## config.mk

```make
export PLATFORM = sky130hd
export DESIGN_NAME = sdram_timer_flat
export DESIGN_NICKNAME = d
export VERILOG_FILES = /design/src/rtl/sdram_timer_pkg.sv /design/src/rtl/sdram_timer_if.sv /design/src/rtl/sdram_timer_ref_gen.sv /design/src/rtl/sdram_timer.sv /design/src/flat_wrapper.sv
export SDC_FILE = /design/constraint.sdc
export NUM_CORES = 1
export LEC_CHECK = 0
export CORE_MARGIN = 8
export CORE_UTILIZATION = 50
export DETAILED_ROUTE_END_ITERATION = 16
export PLACE_DENSITY = 0.7
export SLEW_MARGIN = 10
export SYNTH_ARGS = -nofsm -noshare
export SYNTH_HDL_FRONTEND = slang
export SYNTH_SLANG_ARGS = --single-unit
```

## constraint.sdc

```tcl
create_clock -name clk -period 7.15 [get_ports clk]
set_input_delay 1.43 -clock clk [delete_from_list [all_inputs] [get_ports clk]]
set_output_delay 1.43 -clock clk [all_outputs]
set_load 0.05 [all_outputs]
```

## src/rtl/sdram_timer_pkg.sv

```systemverilog
// Shared SDRAM controller state codes and default JEDEC timing constants.
package sdram_timer_pkg;

  // Default timing, in controller clock cycles (133 MHz).
  localparam int unsigned T_200US_DEF    = 26600;
  localparam int unsigned TRP_CLK_DEF    = 3;
  localparam int unsigned TRFC_CLK_DEF   = 9;
  localparam int unsigned TMRD_CLK_DEF   = 2;
  localparam int unsigned TRCD_CLK_DEF   = 3;
  localparam int unsigned TCL_CLK_DEF    = 2;
  localparam int unsigned TREAD_CLK_DEF  = 4;
  localparam int unsigned TWAIT_CLK_DEF  = 3;
  localparam int unsigned TWRITE_CLK_DEF = 4;
  localparam int unsigned TDAL_CLK_DEF   = 5;
  localparam int unsigned REF_PERIOD_DEF = 1040;
  localparam int unsigned REF_GUARD_DEF  = 16;

  // Init-FSM state codes; I_NOP is the reset state.
  typedef enum logic [4:0] {
    I_NOP      = 5'd0,
    I_PRE      = 5'd1,
    I_PRE_TRP  = 5'd2,
    I_AR0      = 5'd3,
    I_AR0_TRFC = 5'd4,
    I_AR1      = 5'd5,
    I_AR1_TRFC = 5'd6,
    I_MRS      = 5'd7,
    I_MRS_TMRD = 5'd8,
    I_DONE     = 5'd9
  } init_state_e;

  // Work-FSM state codes; S_IDLE is the reset state.
  typedef enum logic [4:0] {
    S_IDLE       = 5'd0,
    S_NOP        = 5'd1,
    S_REF        = 5'd2,
    S_TRFC       = 5'd3,
    S_REF1       = 5'd4,
    S_TRFC1      = 5'd5,
    S_RAS_ACTIVE = 5'd6,
    S_TRCD       = 5'd7,
    S_RD_CMD     = 5'd8,
    S_CL         = 5'd9,
    S_RD_DATA    = 5'd10,
    S_RWAIT      = 5'd11,
    S_WR_CMD     = 5'd12,
    S_WR_DATA    = 5'd13,
    S_TDAL       = 5'd14
  } work_state_e;

  // True once a state has been occupied for its full wait of t cycles
  // (dwell counts from 0 on the first cycle in the state).
  function automatic logic wait_done(input logic [15:0] dwell, input int unsigned t);
    return ({16'b0, dwell} + 32'd1) >= t;
  endfunction

endpackage

```

## src/rtl/sdram_timer_if.sv

```systemverilog
// Core <-> timer signal bundle. ref_overflow exists only with SDRAM_TIMER_REF_OVF_EN.
interface sdram_timer_if;
  logic [4:0] init_state;
  logic [4:0] work_state;
  logic       sdram_ref_ack;
  logic       done_200us;
  logic       end_trp;
  logic       end_trfc;
  logic       end_tmrd;
  logic       end_trcd;
  logic       end_tcl;
  logic       end_tread;
  logic       end_twait;
  logic       end_twrite;
  logic       end_tdal;
  logic       sdram_ref_req;
  logic       ref_domain;
`ifdef SDRAM_TIMER_REF_OVF_EN
  logic       ref_overflow;
`endif

  // Core side
  modport master (
    output init_state, work_state, sdram_ref_ack,
    input  done_200us, end_trp, end_trfc, end_tmrd, end_trcd, end_tcl,
           end_tread, end_twait, end_twrite, end_tdal, sdram_ref_req, ref_domain
`ifdef SDRAM_TIMER_REF_OVF_EN
    , input ref_overflow
`endif
  );

  // Timer side
  modport slave (
    input  init_state, work_state, sdram_ref_ack,
    output done_200us, end_trp, end_trfc, end_tmrd, end_trcd, end_tcl,
           end_tread, end_twait, end_twrite, end_tdal, sdram_ref_req, ref_domain
`ifdef SDRAM_TIMER_REF_OVF_EN
    , output ref_overflow
`endif
  );
endinterface

```

## src/rtl/sdram_timer_ref_gen.sv

```systemverilog
// Auto-refresh interval counter, req/ack handshake and refresh window.
// SDRAM_TIMER_REF_OVF_EN adds a sticky overflow flag for a starved refresh.
module sdram_ref_gen #(
  parameter int unsigned REF_PERIOD = 1040,
  parameter int unsigned REF_GUARD  = 16
) (
  input  logic clk,
  input  logic rst,
  input  logic run,
  input  logic ack,
  output logic req,
  output logic ref_domain
`ifdef SDRAM_TIMER_REF_OVF_EN
  , output logic ref_overflow
`endif
);
  localparam int unsigned RC_W = $clog2(REF_PERIOD);

  logic [RC_W-1:0] cnt_q, cnt_d;
  logic            req_q, req_d;
  logic            expiry;
`ifdef SDRAM_TIMER_REF_OVF_EN
  logic            ovf_q, ovf_d;
`endif

  // Next-state: free-running interval counter; a new request beats a same-cycle ack
  always_comb begin
    cnt_d  = cnt_q;
    req_d  = req_q;
    expiry = run && (32'(cnt_q) == REF_PERIOD - 1);
    if (!run)        cnt_d = '0;
    else if (expiry) cnt_d = '0;
    else             cnt_d = cnt_q + RC_W'(1);
    if (expiry)      req_d = 1'b1;
    else if (ack)    req_d = 1'b0;
`ifdef SDRAM_TIMER_REF_OVF_EN
    ovf_d = ovf_q | (expiry & req_q & ~ack);
`endif
  end

  // Registers, synchronously cleared
  always_ff @(posedge clk) begin
    if (rst) begin
      cnt_q <= '0;
      req_q <= 1'b0;
`ifdef SDRAM_TIMER_REF_OVF_EN
      ovf_q <= 1'b0;
`endif
    end else begin
      cnt_q <= cnt_d;
      req_q <= req_d;
`ifdef SDRAM_TIMER_REF_OVF_EN
      ovf_q <= ovf_d;
`endif
    end
  end

  assign req        = req_q;
  assign ref_domain = req_q || (32'(cnt_q) >= REF_PERIOD - REF_GUARD);
`ifdef SDRAM_TIMER_REF_OVF_EN
  assign ref_overflow = ovf_q;
`endif

endmodule

```

## src/rtl/sdram_timer.sv

```systemverilog
// SDRAM timing/refresh generator: power-up wait, per-state dwell strobes,
// and refresh request (sdram_ref_gen). SDRAM_TIMER_REF_OVF_EN enables ref_overflow.
module sdram_timer
  import sdram_timer_pkg::*;
#(
  parameter int unsigned T_200US    = T_200US_DEF,
  parameter int unsigned TRP_CLK    = TRP_CLK_DEF,
  parameter int unsigned TRFC_CLK   = TRFC_CLK_DEF,
  parameter int unsigned TMRD_CLK   = TMRD_CLK_DEF,
  parameter int unsigned TRCD_CLK   = TRCD_CLK_DEF,
  parameter int unsigned TCL_CLK    = TCL_CLK_DEF,
  parameter int unsigned TREAD_CLK  = TREAD_CLK_DEF,
  parameter int unsigned TWAIT_CLK  = TWAIT_CLK_DEF,
  parameter int unsigned TWRITE_CLK = TWRITE_CLK_DEF,
  parameter int unsigned TDAL_CLK   = TDAL_CLK_DEF,
  parameter int unsigned REF_PERIOD = REF_PERIOD_DEF,
  parameter int unsigned REF_GUARD  = REF_GUARD_DEF
) (
  input logic         clk,
  input logic         rst,
  sdram_timer_if.slave bus
);
  localparam int unsigned PU_W = $clog2(T_200US);

  logic [PU_W-1:0] pu_cnt_q, pu_cnt_d;
  logic            done_q, done_d;
  logic [9:0]      prev_state_q, prev_state_d;
  logic [15:0]     cnt_q, cnt_d;
  logic [9:0]      cur_state;
  logic            state_chg;
  logic [15:0]     dwell;

  assign cur_state = {bus.init_state, bus.work_state};
  assign state_chg = cur_state != prev_state_q;
  assign dwell     = state_chg ? 16'd0 : cnt_q;

  // Power-up counter: stops once the sticky done flag is set
  always_comb begin
    pu_cnt_d = pu_cnt_q;
    done_d   = done_q;
    if (!done_q) begin
      pu_cnt_d = pu_cnt_q + PU_W'(1);
      if (32'(pu_cnt_d) == T_200US - 1) done_d = 1'b1;
    end
  end

  // Dwell counter: restarts on any change of the combined state code, saturates
  always_comb begin
    prev_state_d = cur_state;
    cnt_d        = cnt_q;
    if (state_chg)        cnt_d = 16'd1;
    else if (cnt_q != '1) cnt_d = cnt_q + 16'd1;
  end

  // Registers, synchronously cleared
  always_ff @(posedge clk) begin
    if (rst) begin
      pu_cnt_q     <= '0;
      done_q       <= 1'b0;
      prev_state_q <= '0;
      cnt_q        <= '0;
    end else begin
      pu_cnt_q     <= pu_cnt_d;
      done_q       <= done_d;
      prev_state_q <= prev_state_d;
      cnt_q        <= cnt_d;
    end
  end

  // Wait-complete strobes: held high while the wait state persists
  always_comb begin
    bus.end_trp    = (bus.init_state == I_PRE_TRP) && wait_done(dwell, TRP_CLK);
    bus.end_trfc   = ((bus.init_state == I_AR0_TRFC) || (bus.init_state == I_AR1_TRFC) ||
                      (bus.work_state == S_TRFC) || (bus.work_state == S_TRFC1)) &&
                     wait_done(dwell, TRFC_CLK);
    bus.end_tmrd   = (bus.init_state == I_MRS_TMRD) && wait_done(dwell, TMRD_CLK);
    bus.end_trcd   = (bus.work_state == S_TRCD)     && wait_done(dwell, TRCD_CLK);
    bus.end_tcl    = (bus.work_state == S_CL)       && wait_done(dwell, TCL_CLK);
    bus.end_tread  = (bus.work_state == S_RD_DATA)  && wait_done(dwell, TREAD_CLK);
    bus.end_twait  = (bus.work_state == S_RWAIT)    && wait_done(dwell, TWAIT_CLK);
    bus.end_twrite = (bus.work_state == S_WR_DATA)  && wait_done(dwell, TWRITE_CLK);
    bus.end_tdal   = (bus.work_state == S_TDAL)     && wait_done(dwell, TDAL_CLK);
  end

  assign bus.done_200us = done_q;

  sdram_ref_gen #(
    .REF_PERIOD (REF_PERIOD),
    .REF_GUARD  (REF_GUARD)
  ) u_ref_gen (
    .clk          (clk),
    .rst          (rst),
    .run          (bus.init_state == I_DONE),
    .ack          (bus.sdram_ref_ack),
    .req          (bus.sdram_ref_req),
    .ref_domain   (bus.ref_domain)
`ifdef SDRAM_TIMER_REF_OVF_EN
    , .ref_overflow (bus.ref_overflow)
`endif
  );

endmodule

```

## src/flat_wrapper.sv

```systemverilog
// flat-port wrapper written by rule: the top's interface ports become plain ports
module sdram_timer_flat import sdram_timer_pkg::*;
#(
  parameter int unsigned T_200US    = T_200US_DEF,
  parameter int unsigned TRP_CLK    = TRP_CLK_DEF,
  parameter int unsigned TRFC_CLK   = TRFC_CLK_DEF,
  parameter int unsigned TMRD_CLK   = TMRD_CLK_DEF,
  parameter int unsigned TRCD_CLK   = TRCD_CLK_DEF,
  parameter int unsigned TCL_CLK    = TCL_CLK_DEF,
  parameter int unsigned TREAD_CLK  = TREAD_CLK_DEF,
  parameter int unsigned TWAIT_CLK  = TWAIT_CLK_DEF,
  parameter int unsigned TWRITE_CLK = TWRITE_CLK_DEF,
  parameter int unsigned TDAL_CLK   = TDAL_CLK_DEF,
  parameter int unsigned REF_PERIOD = REF_PERIOD_DEF,
  parameter int unsigned REF_GUARD  = REF_GUARD_DEF
)
  (clk, rst, bus_init_state, bus_work_state, bus_sdram_ref_ack, bus_done_200us, bus_end_trp, bus_end_trfc, bus_end_tmrd, bus_end_trcd, bus_end_tcl, bus_end_tread, bus_end_twait, bus_end_twrite, bus_end_tdal, bus_sdram_ref_req, bus_ref_domain);
  sdram_timer_if bus_i ();
  input logic clk;
  input logic rst;
  input wire logic [$bits(bus_i.init_state)-1:0] bus_init_state;
  input wire logic [$bits(bus_i.work_state)-1:0] bus_work_state;
  input wire logic [$bits(bus_i.sdram_ref_ack)-1:0] bus_sdram_ref_ack;
  output wire logic [$bits(bus_i.done_200us)-1:0] bus_done_200us;
  output wire logic [$bits(bus_i.end_trp)-1:0] bus_end_trp;
  output wire logic [$bits(bus_i.end_trfc)-1:0] bus_end_trfc;
  output wire logic [$bits(bus_i.end_tmrd)-1:0] bus_end_tmrd;
  output wire logic [$bits(bus_i.end_trcd)-1:0] bus_end_trcd;
  output wire logic [$bits(bus_i.end_tcl)-1:0] bus_end_tcl;
  output wire logic [$bits(bus_i.end_tread)-1:0] bus_end_tread;
  output wire logic [$bits(bus_i.end_twait)-1:0] bus_end_twait;
  output wire logic [$bits(bus_i.end_twrite)-1:0] bus_end_twrite;
  output wire logic [$bits(bus_i.end_tdal)-1:0] bus_end_tdal;
  output wire logic [$bits(bus_i.sdram_ref_req)-1:0] bus_sdram_ref_req;
  output wire logic [$bits(bus_i.ref_domain)-1:0] bus_ref_domain;
  assign bus_i.init_state = bus_init_state;
  assign bus_i.work_state = bus_work_state;
  assign bus_i.sdram_ref_ack = bus_sdram_ref_ack;
  assign bus_done_200us = bus_i.done_200us;
  assign bus_end_trp = bus_i.end_trp;
  assign bus_end_trfc = bus_i.end_trfc;
  assign bus_end_tmrd = bus_i.end_tmrd;
  assign bus_end_trcd = bus_i.end_trcd;
  assign bus_end_tcl = bus_i.end_tcl;
  assign bus_end_tread = bus_i.end_tread;
  assign bus_end_twait = bus_i.end_twait;
  assign bus_end_twrite = bus_i.end_twrite;
  assign bus_end_tdal = bus_i.end_tdal;
  assign bus_sdram_ref_req = bus_i.sdram_ref_req;
  assign bus_ref_domain = bus_i.ref_domain;
  sdram_timer #(.T_200US(T_200US), .TRP_CLK(TRP_CLK), .TRFC_CLK(TRFC_CLK), .TMRD_CLK(TMRD_CLK), .TRCD_CLK(TRCD_CLK), .TCL_CLK(TCL_CLK), .TREAD_CLK(TREAD_CLK), .TWAIT_CLK(TWAIT_CLK), .TWRITE_CLK(TWRITE_CLK), .TDAL_CLK(TDAL_CLK), .REF_PERIOD(REF_PERIOD), .REF_GUARD(REF_GUARD)) u_core (.clk(clk), .rst(rst), .bus(bus_i));
endmodule
```

==> qor.csv <==
metric;value;unit
Worst slew margin;58.20;%
Core ar.;5886;µm²
Final Hold Viols;0;
crit share post-route;96.35;%
routing usage on met2;23.69;%
setup TNS;0;ps
fin util;57.74;%
crit path DAT;5460;ps
Non-Filler Instances;462;
all-layer global routing usage;14.67;%
GR Layer Usage met3;3.757;%
GRT Residual Overflow;0;
gp weighted congestion;0.9051;
DIE WIDTH;93.87;µm
Req. time, crit path;5720;ps
pwr/cell area;156.5;nW/µm²
Seq/Total Area, Yosys;35.66;%
Syn Area/Cell;8.194;µm²
Layout area overhead;12.09;%
number of global-route vias before repair;2433;
HPWL after detailed placement;4.517;mm
nature of the critical path startpoint;primary input;
initial antenna violation count;0;
Max Cap Viol;0;
CTS Root Buffer Type;clkbuf_8;
die area;8811;µm²
Final Skew;8.304;ps
Yosys cell types;51;
placed cell count;454;
final worst setup slack;260.8;ps
max frequency;0.1452;GHz
Via-to-Cell Ratio;5.468;
Critical Path End Type;output pin;
Synth top area share;35.66;%
final WL;6.214;mm
Antenna Violating Nets Remaining;0;
H-tree levels;2;
outcome;complete, no violations;
nets;407;
Pre-antenna DRT Iters;4;
synth warn;0;
# port buffers;24;
DRC viols;0;
Longest Clk Path Bufs;2;
met1 usage;18.36;%
largest net degree at the start of global routing;31;
Worst VDD drop;0.08100;mV
RSZ-0062 raised after global routing;no;
Post-synth EDFFs;0;
Cells after Synth;370;
Worst-path clk slew;110;ps
TritonCTS clock tree;yes;
Worst Path Class, Setup;in2out;
Leakage;0.001184;µW
fin. max-slew vios;0;
cts bufs inserted;5;
asr flop ratio synth;0;%
routed len/inst;13.45;µm
Initial Util;51.51;%
Die Ht;93.87;µm
crit path max fanout;9;
worst skew pair latency;320;ps
pre-CTS WS;219.5;ps
io pins;25;
post-synth top area cell;dfxtp_1;
Vias;2526;
Final Critical Period;6889;ps
top cells by area, synth;dfxtp_1, xor2_1, nor2_1;
power after layout;531.8;µW
DRT iter0 DRCs;97;
cell row count;28;
GR peak layer;met2;
Post-Synthesis Cell Area;3032;µm²
worst min-delay path category;reg2reg;
Yosys reg bits;54;
Slew @ Worst Pin;627.1;ps
Synth Flop Type;dfxtp_1;
first-pass GRT wire length;10.73;mm
layout cells sized above 1;6.202;%
Syn Nets;391;
Inserted Diodes;0;
final setup fails;0;
# clock sinks;54;
[worst paths after layout]
| check | from | endpoint | slack, ps | cells past startpoint |
|---|---|---|---|---|
| max | bus_work_state[1] | bus_end_twrite | 260 | 13 |
| min | u_core.u_ref_gen.cnt_q[0] | u_core.u_ref_gen.cnt_q[0] | 450 | 1 |
| max reg2reg | u_core.cnt_q[3] | u_core.cnt_q[4] | 4670 | 6 |
| min reg2reg | u_core.u_ref_gen.cnt_q[0] | u_core.u_ref_gen.cnt_q[0] | 450 | 1 |
[synth_stat cells (5+ instances only)]
master    count
or3_1         5
xnor2_1      19
dfxtp_1      54
and3_1       11
nand3_1      19
nor3_1        6
inv_1        12
a21oi_1      21
nand4_1      13
clkbuf_1     11
xor2_1       23
nand2_1      23
nor2_1       47
nor2b_1      13
ha_1          8
a31oi_1       5
nor4_1        5
buf_2         5
nand2b_1      9
o21ai_0      12
[repair_timing]
item / CTS / global route
hold buffers: 0 / 0
setup buffers: 0 / 0
endpoints found under the setup margin: 0 / 1
gates resized for setup: 0 / 1
[cells by family after synthesis]
family | count (synthesis) | share of synthesized area (%)
xor gates and xnor gates | 42 | 12.13
buffers and inverters | 29 | 3.797
and+or+nand+nor | 178 | 31.94
DFF | 54 | 35.66
AOI/OAI and AO/OA | 55 | 11.85
adders and majority gates | 8 | 3.302
muxes | 4 | 1.321
[routing by layer]
metal,up-vias,routed length [µm]
met5,-,0
met4,0,79
met3,7,208
met2,42,2893
met1,1153,3032
li1,1324,-
[through the flow]
| step | hold slack, ps | cell area [µm²] |
|---|---|---|
| 6_report | 448.6 | 3398 |
| 5_1_grt | 498.2 | 3398 |
| 4_1_cts | 455.9 | 3396 |
| 3_5_place_dp | 439.5 | 3298 |
| 3_3_place_gp | 426.2 | 3298 |
| 2_1_floorplan | 413.0 | 3032 |
[layout by cell type, fill, tap and decap left out, types with 2 or more instances in the layout]
cell / synthesis / final
dfxtp_1: 54 / 54
nor2_1: 47 / 47
xor2_1: 23 / 23
nand2_1: 23 / 23
a21oi_1: 21 / 21
xnor2_1: 19 / 19
nand3_1: 19 / 19
clkdlybuf4s50_1: 0 / 18
nand4_1: 13 / 13
nor2b_1: 13 / 13
inv_1: 12 / 12
o21ai_0: 12 / 12
and3_1: 11 / 11
nand2b_1: 9 / 9
ha_1: 8 / 8
buf_4: 0 / 7
nor3_1: 6 / 6
or3_1: 5 / 5
nor4_1: 5 / 5
a31oi_1: 5 / 5
clkbuf_8: 0 / 5
and2_1: 4 / 4
mux2i_1: 4 / 4
nand4b_1: 4 / 4
or2_2: 3 / 3
nor3b_1: 3 / 3
and4_1: 2 / 2
a311oi_1: 2 / 2
or4_1: 2 / 2
nand3b_1: 2 / 2
nor4b_1: 2 / 2
[report_power, final]
group	internal (µW)	total (µW)	switching (µW)
clock	73.6	189	115
sequential	306	310	4.42
combinational	16.9	33.3	16.5
total	396	532	136
[area by class of cell]
type                       instances  area, µm²
fill                             547       2487
multi-input combinational        287       1836
sequential                        54       1081
timing repair buffer              26      245.2
tap                               75      93.84
clock buffer                       5      68.82
inverter                          12      45.04
clock inverter                     3      28.78
[state kept, by name, summed over array words and instances (netlist names)]
| name | count |
|---|---|
| u_core.u_ref_gen.req | 1 |
| u_core.bus.done_200us | 1 |
| u_core.u_ref_gen.cnt_q | 11 |
| u_core.prev_state_q | 10 |
| u_core.pu_cnt_q | 15 |
| u_core.cnt_q | 16 |
[critical path, cell delays in order]
cell and delay [ps]:
clkdlybuf4s50_1 630, xnor2_1 170, nand4_1 160, nor4_4 320, and2_1 260, ha_1 330
and4_1 280, nand2_1 100, nor4_1 230, o22ai_1 180, o41ai_4 550, nor2_1 100
clkdlybuf4s50_1 710
(Power assumes the default switching activity.)
